File: config.mk
export PLATFORM = sky130hd
export DESIGN_NAME = tt_mask_idx_agen
export DESIGN_NICKNAME = d
export VERILOG_FILES = /design/src/rtl/tt_mask_idx_agen_pkg.sv /design/src/rtl/tt_credit_fifo.sv /design/src/rtl/tt_mask_idx_agen.sv
export SDC_FILE = /design/constraint.sdc
export NUM_CORES = 1
export LEC_CHECK = 0
export BUFFER_PORTS_ARGS = -buffer_cell sky130_fd_sc_hd__buf_4
export CORE_MARGIN = 10
export CORE_UTILIZATION = 54
export CTS_BUF_LIST = sky130_fd_sc_hd__clkbuf_8 sky130_fd_sc_hd__clkbuf_16
export DETAILED_ROUTE_END_ITERATION = 16
export GPL_ROUTABILITY_DRIVEN = 0
export PLACE_DENSITY = 0.85
export SLEW_MARGIN = 20
export SYNTH_ARGS = -nofsm -noshare
export SYNTH_HDL_FRONTEND = slang
export SYNTH_SLANG_ARGS = --single-unit
File: constraint.sdc
create_clock -name i_clk -period 13.2 [get_ports i_clk]
set_input_delay 2.64 -clock i_clk [delete_from_list [all_inputs] [get_ports i_clk]]
set_output_delay 2.64 -clock i_clk [all_outputs]
set_load 0.03 [all_outputs]
File: src/rtl/tt_mask_idx_agen_pkg.sv
// rtl/tt_mask_idx_agen_pkg.sv - shared mask/index item layout and credit defaults
package tt_mask_idx_agen_pkg;

  localparam int MI_IDX_W    = 64;
  localparam int MI_MASK_BIT = 64;
  localparam int MI_ITEM_W   = MI_IDX_W + 1;
  localparam int MI_CREDITS  = 2;

  // FIFO entry is {last, item}; item is {mask bit, index or mask word}
  typedef struct packed {
    logic                last;
    logic                mask;
    logic [MI_IDX_W-1:0] data;
  } mi_entry_t;

  localparam int MI_ENTRY_W = $bits(mi_entry_t);

endpackage

File: src/rtl/tt_credit_fifo.sv
// rtl/tt_credit_fifo.sv - credit-sized FIFO; pushes while full are dropped
module tt_credit_fifo #(
  parameter int DEPTH = 2,
  parameter int WIDTH = 66
) (
  input  logic             i_clk,
  input  logic             i_reset_n,
  input  logic             i_push,
  input  logic [WIDTH-1:0] i_wdata,
  input  logic             i_pop,
  output logic [WIDTH-1:0] o_rdata,
  output logic             o_empty,
  output logic             o_full
);

  localparam int PTR_W = (DEPTH > 1) ? $clog2(DEPTH) : 1;
  localparam int CNT_W = $clog2(DEPTH + 1);

  logic [WIDTH-1:0] mem [DEPTH];
  logic [PTR_W-1:0] wr_ptr;
  logic [PTR_W-1:0] rd_ptr;
  logic [CNT_W-1:0] count;
  logic             push_ok;
  logic             pop_ok;

  assign o_empty = (count == '0);
  assign o_full  = (count == CNT_W'(DEPTH));
  assign push_ok = i_push & ~o_full;
  assign pop_ok  = i_pop & ~o_empty;
  assign o_rdata = mem[rd_ptr];

  function automatic logic [PTR_W-1:0] ptr_next(input logic [PTR_W-1:0] p);
    return (p == PTR_W'(DEPTH - 1)) ? '0 : p + 1'b1;
  endfunction

  always_ff @(posedge i_clk) begin
    if (push_ok) begin
      mem[wr_ptr] <= i_wdata;
    end
  end

  always_ff @(posedge i_clk) begin
    if (!i_reset_n) begin
      wr_ptr <= '0;
      rd_ptr <= '0;
      count  <= '0;
    end else begin
      if (push_ok) begin
        wr_ptr <= ptr_next(wr_ptr);
      end
      if (pop_ok) begin
        rd_ptr <= ptr_next(rd_ptr);
      end
      case ({push_ok, pop_ok})
        2'b10:   count <= count + 1'b1;
        2'b01:   count <= count - 1'b1;
        default: count <= count;
      endcase
    end
  end

endmodule

File: src/rtl/tt_mask_idx_agen.sv
// rtl/tt_mask_idx_agen.sv - turns mask/index items into LSU element or word requests
module tt_mask_idx_agen
  import tt_mask_idx_agen_pkg::*;
#(
  parameter int DEPTH = MI_CREDITS,
  parameter int VLEN  = 256
) (
  input  logic                       i_clk,
  input  logic                       i_reset_n,
  input  logic                       i_memop_sync_start,
  input  logic                       i_memop_sync_end,
  input  logic                       i_is_indexed,
  input  logic [63:0]                i_base_addr,
  input  logic                       i_mask_idx_valid,
  input  logic [MI_ITEM_W-1:0]       i_mask_idx_item,
  input  logic                       i_mask_idx_last_idx,
  output logic                       o_mask_idx_credit,
  output logic                       o_req_valid,
  input  logic                       i_req_ready,
  output logic [63:0]                o_req_addr,
  output logic                       o_req_active,
  output logic [63:0]                o_req_mask_word,
  output logic [$clog2(VLEN+1)-1:0]  o_req_elem_idx,
  output logic                       o_req_last,
  output logic                       o_done,
  output logic                       o_err
);

  localparam int EW = $clog2(VLEN + 1);

  mi_entry_t             push_entry;
  mi_entry_t             head;
  logic [MI_ENTRY_W-1:0] head_bits;
  logic                  fifo_empty;
  logic                  fifo_full;
  logic                  pop;

  logic [63:0]           base_q;
  logic                  indexed_q;
  logic [EW-1:0]         elem_idx_q;
  logic                  credit_q;
  logic                  done_q;
  logic                  err_q;
  logic [63:0]           elem_off;

  assign push_entry.last = i_mask_idx_last_idx;
  assign push_entry.mask = i_mask_idx_item[MI_MASK_BIT];
  assign push_entry.data = i_mask_idx_item[MI_IDX_W-1:0];

  tt_credit_fifo #(
    .DEPTH (DEPTH),
    .WIDTH (MI_ENTRY_W)
  ) u_fifo (
    .i_clk     (i_clk),
    .i_reset_n (i_reset_n),
    .i_push    (i_mask_idx_valid),
    .i_wdata   (push_entry),
    .i_pop     (pop),
    .o_rdata   (head_bits),
    .o_empty   (fifo_empty),
    .o_full    (fifo_full)
  );

  assign head = mi_entry_t'(head_bits);
  assign pop  = ~fifo_empty & i_req_ready;

  always_ff @(posedge i_clk) begin
    if (!i_reset_n) begin
      base_q     <= '0;
      indexed_q  <= 1'b0;
      elem_idx_q <= '0;
      credit_q   <= 1'b0;
      done_q     <= 1'b0;
      err_q      <= 1'b0;
    end else begin
      credit_q <= pop;
      done_q   <= pop & head.last;
      if (i_memop_sync_start) begin
        base_q    <= i_base_addr;
        indexed_q <= i_is_indexed;
      end else if (i_memop_sync_end) begin
        indexed_q <= 1'b0;
      end
      // start wins over a same-cycle pop; that pop still returns its credit above
      if (i_memop_sync_start) begin
        elem_idx_q <= '0;
      end else if (pop && (elem_idx_q != EW'(VLEN))) begin
        elem_idx_q <= elem_idx_q + 1'b1;
      end
      if ((i_mask_idx_valid & fifo_full) | (i_memop_sync_end & ~fifo_empty)) begin
        err_q <= 1'b1;
      end
    end
  end

  assign elem_off = {{(64 - EW - 3){1'b0}}, elem_idx_q, 3'b000};

  assign o_req_valid       = ~fifo_empty;
  assign o_req_addr        = indexed_q ? (base_q + head.data) : (base_q + elem_off);
  assign o_req_active      = indexed_q ? head.mask : (|head.data);
  assign o_req_mask_word   = indexed_q ? 64'd0 : head.data;
  assign o_req_elem_idx    = elem_idx_q;
  assign o_req_last        = head.last;
  assign o_mask_idx_credit = credit_q;
  assign o_done            = done_q;
  assign o_err             = err_q;

endmodule

After elaboration in Yosys (flattened, before gate mapping)
Memory sizes are Yosys's and may differ from the RTL's. A register that Yosys moved wholly into a read port is not among the register bits.
Index checks and enable logic that the tools add are counted.
{"block": "classes", "n_addsub": 7, "mul": 0, "div_mod_pow": 0, "magnitude_cmp": 0, "n_eq_ne": 4, "shift": 0, "n_mux": 12, "bitwise_logic": 10, "n_reduce_logical": 6}
{"op": "2-to-1 mux 64 bit", "n": 2}
{"op": "adder 64 x 12 -> 64 bit", "n": 1}
{"op": "adder 64 bit", "n": 1}
{"op": "OR reduction 64 bit", "n": 1}
{"op": "adder 9 x 1 -> 9 bit (second input constant)", "n": 1}
{"op": "2-to-1 mux 1 bit", "n": 9}
{"op": "inequality test 9 bit (second input constant)", "n": 1}
{"op": "bitwise AND 1 bit", "n": 6}
{"op": "equality test 2 bit (second input constant)", "n": 2}
{"op": "one-hot mux 2 bit (2 select lines)", "n": 1}
{"op": "nonzero test 2 bit", "n": 2}
{"op": "NOT 1 bit", "n": 3}
{"op": "adder 1 bit (second input constant)", "n": 2}
{"op": "adder 2 x 1 -> 2 bit (second input constant)", "n": 1}
{"op": "equality test 2 x 1 -> 1 bit (second input constant)", "n": 1}
{"op": "zero test 2 bit", "n": 1}
{"op": "OR reduction 2 bit", "n": 1}
{"op": "subtractor 2 x 1 -> 2 bit (second input constant)", "n": 1}
{"op": "logical AND 1 bit", "n": 1}
{"op": "OR 1 bit", "n": 1}
{"block": "word_totals", "regBits": 81, "latchBits": 0, "mem_bits_rw": 132, "romBits": 0, "in_bits": 137, "output_inout_bits": 143, "n_memories": 1}
{"name": "u_fifo.mem", "depth": 2, "width": 66, "read_ports": 1, "rd_ports_with_merged_regs": 1, "write_ports": 1, "line_no": "tt_credit_fifo.sv:19", "rtl": "logic [WIDTH-1:0] mem [DEPTH];"}

Logic depth before layout (Yosys ltp)
{"block": "logic_depth", "ltp_word": 6, "depth_mapped": 18, "ltp_nobuf": 13}

By module
Synthesis repeated with hierarchy kept, for this count alone.
{"block": "hier_totals", "hier_cells": 1463, "area_unflattened_um2": 14248.7}
{"module": "tt_mask_idx_agen", "n_inst": 1, "cells_per_inst": 1232, "area_per_inst_um2": 9270.1}
{"module": "tt_credit_fifo", "n_inst": 1, "cells_per_inst": 231, "area_per_inst_um2": 4978.5}

Least setup slack after synthesis
OpenSTA, ideal clock, no wires.
{"block": "synth_path", "path_type": "reg2out", "startpoint": "register (tool-made name)", "endpoint": "output port o_req_addr[62]", "arrival_ns": 4.689, "required_time_ns": 10.560, "slack_ns": 5.871, "path_stages_with_launch": 19, "n_path_buf": 5, "path_cell_list": "dfxtp_1 -> buf_2 -> buf_2 -> buf_1 -> buf_2 -> mux2i_1 -> inv_1 -> ha_1 -> buf_6 -> a21oi_2 -> o211ai_1 -> or3_1 -> or4_4 -> a21oi_4 -> o211ai_2 -> a21boi_2 -> o41ai_2 -> xnor2_1 -> o21ai_1"}
{"element": "end: declaration", "line_no": "tt_mask_idx_agen.sv:20", "rtl": "output logic [63:0] o_req_addr,"}

==> metrics.md <==
| Metric | Value |
|---|---|
| Filler cells | `~2000` |
| Number of distinct library cells after synthesis | `73` |
| Rel. slew slack | `between 20% and 30%` |
| Port Buffers | `approximately 280` |
| Avg Synthesized Cell Area | `roughly 9.3 sq um` |
| Achievable frequency | `~120 MHz` |
| Setup violators final | `0` |
| Simple-Gate Fraction of Synth Area | `17.8%` |
| Post-DP Area | `around 0.017 sq mm` |
| Chip height | `~180 um` |
| Multiplexer share of the synthesized area | `10.2%` |
| Worst Path Arrival | `roughly 5.7 ns` |
| Leading post-synthesis cells by cell area | `edfxtp_1, dfxtp_1, mux2i_1` |
| Syn Std Cell Area | `roughly 0.014 sq mm` |
| Gate Count Post-Synth | `approximately 1500` |
| Largest net degree at the start of global routing | `104` |
| Post-cts sizing count | `0` |
| Synth Area in XOR/XNOR | `7.76%` |
| Post-synth top flop | `edfxtp_1` |
| # IOs | `280` |
| Net Sw Frac | `42.1%` |
| Nets@finish | `~2000` |
| Switching pwr | `around 0.0012 W` |
| Clock power frac | `between 20% and 30%` |
| Clk sink count | `~210` |
| Die X | `between 150 and 200 um` |
| Clock Latency Late Sink | `approximately 0.53 ns` |
| Total die area | `around 0.033 sq mm` |
| Tightest Pin Transition | `~1.1 ns` |
| Global-route wire length before repair | `around 70000 um` |
| Initial Utilization | `55.0%` |
| Sequential element share of the synthesized area | `between 30 and 40%` |
| Pwr/cell area | `169 mW/mm^2` |
| Hold Violations, Final | `0` |
| Via count | `~13000` |
| # hold bufs at CTS | `0` |
| Grt ovf | `0` |
| Share of layout cells above drive strength 1 | `approximately 21%` |
| WP data required | `between 10 and 15 ns` |
| Post-synth ARST share | `0%` |
| Post-Synth Adder-Cell Area | `6.82%` |
| Top cell type's share of synthesized area | `about 28%` |
| # DRC | `0` |
| Htree depth | `1` |
| Skew final | `~0.013 ns` |
| CTS tree | `done` |
| Core Region | `approximately 0.026 sq mm` |
| Row count | `a little under 60` |
| Final worst path period share | `approximately 63%` |
| Final design instance area without fill | `around 0.017 sq mm` |
| Avg WL per Cell | `approximately 21 um` |
| Internal power | `0.00170 W` |
| CP Launch Type | `flop` |
| Max-cap violations | `0` |
| CP endpoint kind | `output port` |
| Post-Route WL | `46000 um` |
| Vias/cell | `5.97` |
| Number of flops mapped to enable cells by yosys | `132` |
| Worst vdd ir | `between 0.1 and 0.15 mV` |
| Post-layout min period | `~8.3 ns` |
| Initial antenna violation count | `3` |
| Postcts setup bufs | `0` |
| Logic pwr share | `47.5%` |
| Share of power burned in registers | `around 29%` |
| Hold WC Path Type | `flop to flop` |
| Hpwl dp | `35300 um` |
| Mapped Nets | `1762` |
| Vias in the first global route | `between 10000 and 15000` |
| Worst Path Max Fanout | `41` |
| Synth Register Bits | `214` |
| Status | `complete, no violations` |
| First-pass DRT Iterations | `6` |
| Leak | `between 7 and 8 nW` |
| Largest family of logic cells by synthesized area | `simple AND/OR/NAND/NOR gates` |
| Ys Warns | `0` |
| Post-synthesis compound-gate area fraction | `a little over an eighth` |
| Clock root cell | `clkbuf_16` |
| CTS max path bufs | `3` |
| Pins Over Slew Limit | `0` |
| Leading area contributor after synthesis | `edfxtp_1` |
| Worst Setup Path Type | `flop to output port` |
| Clock transition at path regs | `0.06 ns` |
| RSZ-0062 raised after global routing | `no` |
| Routed Antenna Nets | `0` |
| GR Util All Layers | `between 20% and 30%` |
| DRT iter0 DRCs | `roughly 1200` |
| Area Growth Syn to Fin | `21.1%` |
| Sum Neg Setup Slack | `0 ns` |
| Num CTS Buffers | `25` |
-- Yosys cell counts, types with 6 or more instances --
cell,n
nor2_1,145
edfxtp_1,132
mux2i_1,131
nand2_1,123
a21oi_1,112
dfxtp_1,82
inv_1,80
ha_1,75
nor2b_1,71
o21ai_0,69
xor2_1,69
xnor2_1,58
clkbuf_1,51
a21o_1,47
nand4_1,45
nand3_1,29
and3_1,28
and2_1,15
nor3_1,15
o21bai_1,14
mux2_2,13
nor4_1,11
nand2b_1,10
a31oi_1,8
buf_2,8
buf_1,7
buf_6,7
o211ai_1,7
o21ai_1,6
or3_1,6
-- cells by family after synthesis --
family | after synthesis
multiplexers | 144
XOR/XNOR | 127
AO/OA/AOI/OAI | 311
AND/OR/NAND/NOR | 517
flip-flops | 214
adder cells (fa/ha/maj) | 77
buffers and inverters | 158
-- flip-flops by register name, indices dropped and copies added, names as in the netlist, named ones only --
signal,count
base_q,64
indexed_q,1
o_done,1
o_err,1
o_mask_idx_credit,1
o_req_elem_idx,9
u_fifo.count,2
u_fifo.mem,132
u_fifo.rd_ptr,1
u_fifo.wr_ptr,1
-- metrics by stage --
step | hold WS (ns) | utilization, % | std cells | setup slack [ns] | total power [W]
after floorplan | 0.472 | - | 1548 | 5.87 | 0.00180
after global routing | 0.479 | 66.6 | 2139 | 4.69 | 0.00307
after global placement | 0.450 | 63.5 | 2091 | 5.64 | 0.00220
final | 0.458 | 66.6 | 2140 | 4.86 | 0.00294
after detailed placement | 0.451 | 63.5 | 2091 | 5.52 | 0.00223
after CTS | 0.460 | 66.6 | 2137 | 4.96 | 0.00292
-- final timing paths --
kind | to | from | slack [ns] | cells after the start
worst max-delay path | o_req_addr[60] | flop | 4.86 | 15
worst min-delay path | o_err | o_err | 0.46 | 2
worst max register to register | u_fifo.mem[0][36] | u_fifo.count[0] | 11.18 | 3
worst min register to register | o_err | o_err | 0.46 | 2
-- layout make-up --
type	instances	area (sq um)	area share [%]
Antenna cell	3	7.51	0.0432
Clock buffer	25	626	3.60
Sequential cell	214	5610	32.3
Inverter	80	300	1.73
Multi-Input combinational cell	1176	8060	46.4
Clock inverter	21	194	1.12
Timing Repair Buffer	286	2150	12.4
Tap cell	335	419	2.41
-- layer usage --
layer	up-vias	wire [um]	track usage [%]
met5	-	0	0
li1	5966	-	-
met4	0	2100	10.8
met3	122	4560	5.41
met1	5963	18900	34.3
met2	721	20400	40.3
-- layout by cell type, fill, tap and decap left out, types with 71 or more instances in the layout --
master,n
edfxtp_1,132
nand2_1,123
inv_1,83
mux2i_1,131
nor2b_1,71
a21oi_1,112
ha_1,75
nor2_1,143
dfxtp_1,80
buf_4,286
-- power by group through the flow --
stage	combinational (W)	clock, W	sequential (W)
6_report	0.00140	0.000687	0.000854
5_1_grt	0.00148	0.000730	0.000861
4_1_cts	0.00137	0.000696	0.000853
3_5_place_dp	0.00136	0	0.000867
3_3_place_gp	0.00134	0	0.000862
2_1_floorplan	0.000951	0	0.000848
-- worst max-delay path, stage by stage, from the launching register on --
cell and delay [ns]:
dfxtp_4 0.61, buf_4 0.67, mux2i_1 0.69, inv_1 0.13, ha_1 0.40, a21o_1 0.22
a221oi_2 0.14, nor4_4 0.44, nor2_1 0.11, o41ai_2 0.50, o21ai_0 0.16, nand3b_1 0.20
a41oi_1 0.16, xor2_1 0.17, a21oi_1 0.32, buf_4 0.23
(Power assumes the default switching activity.)
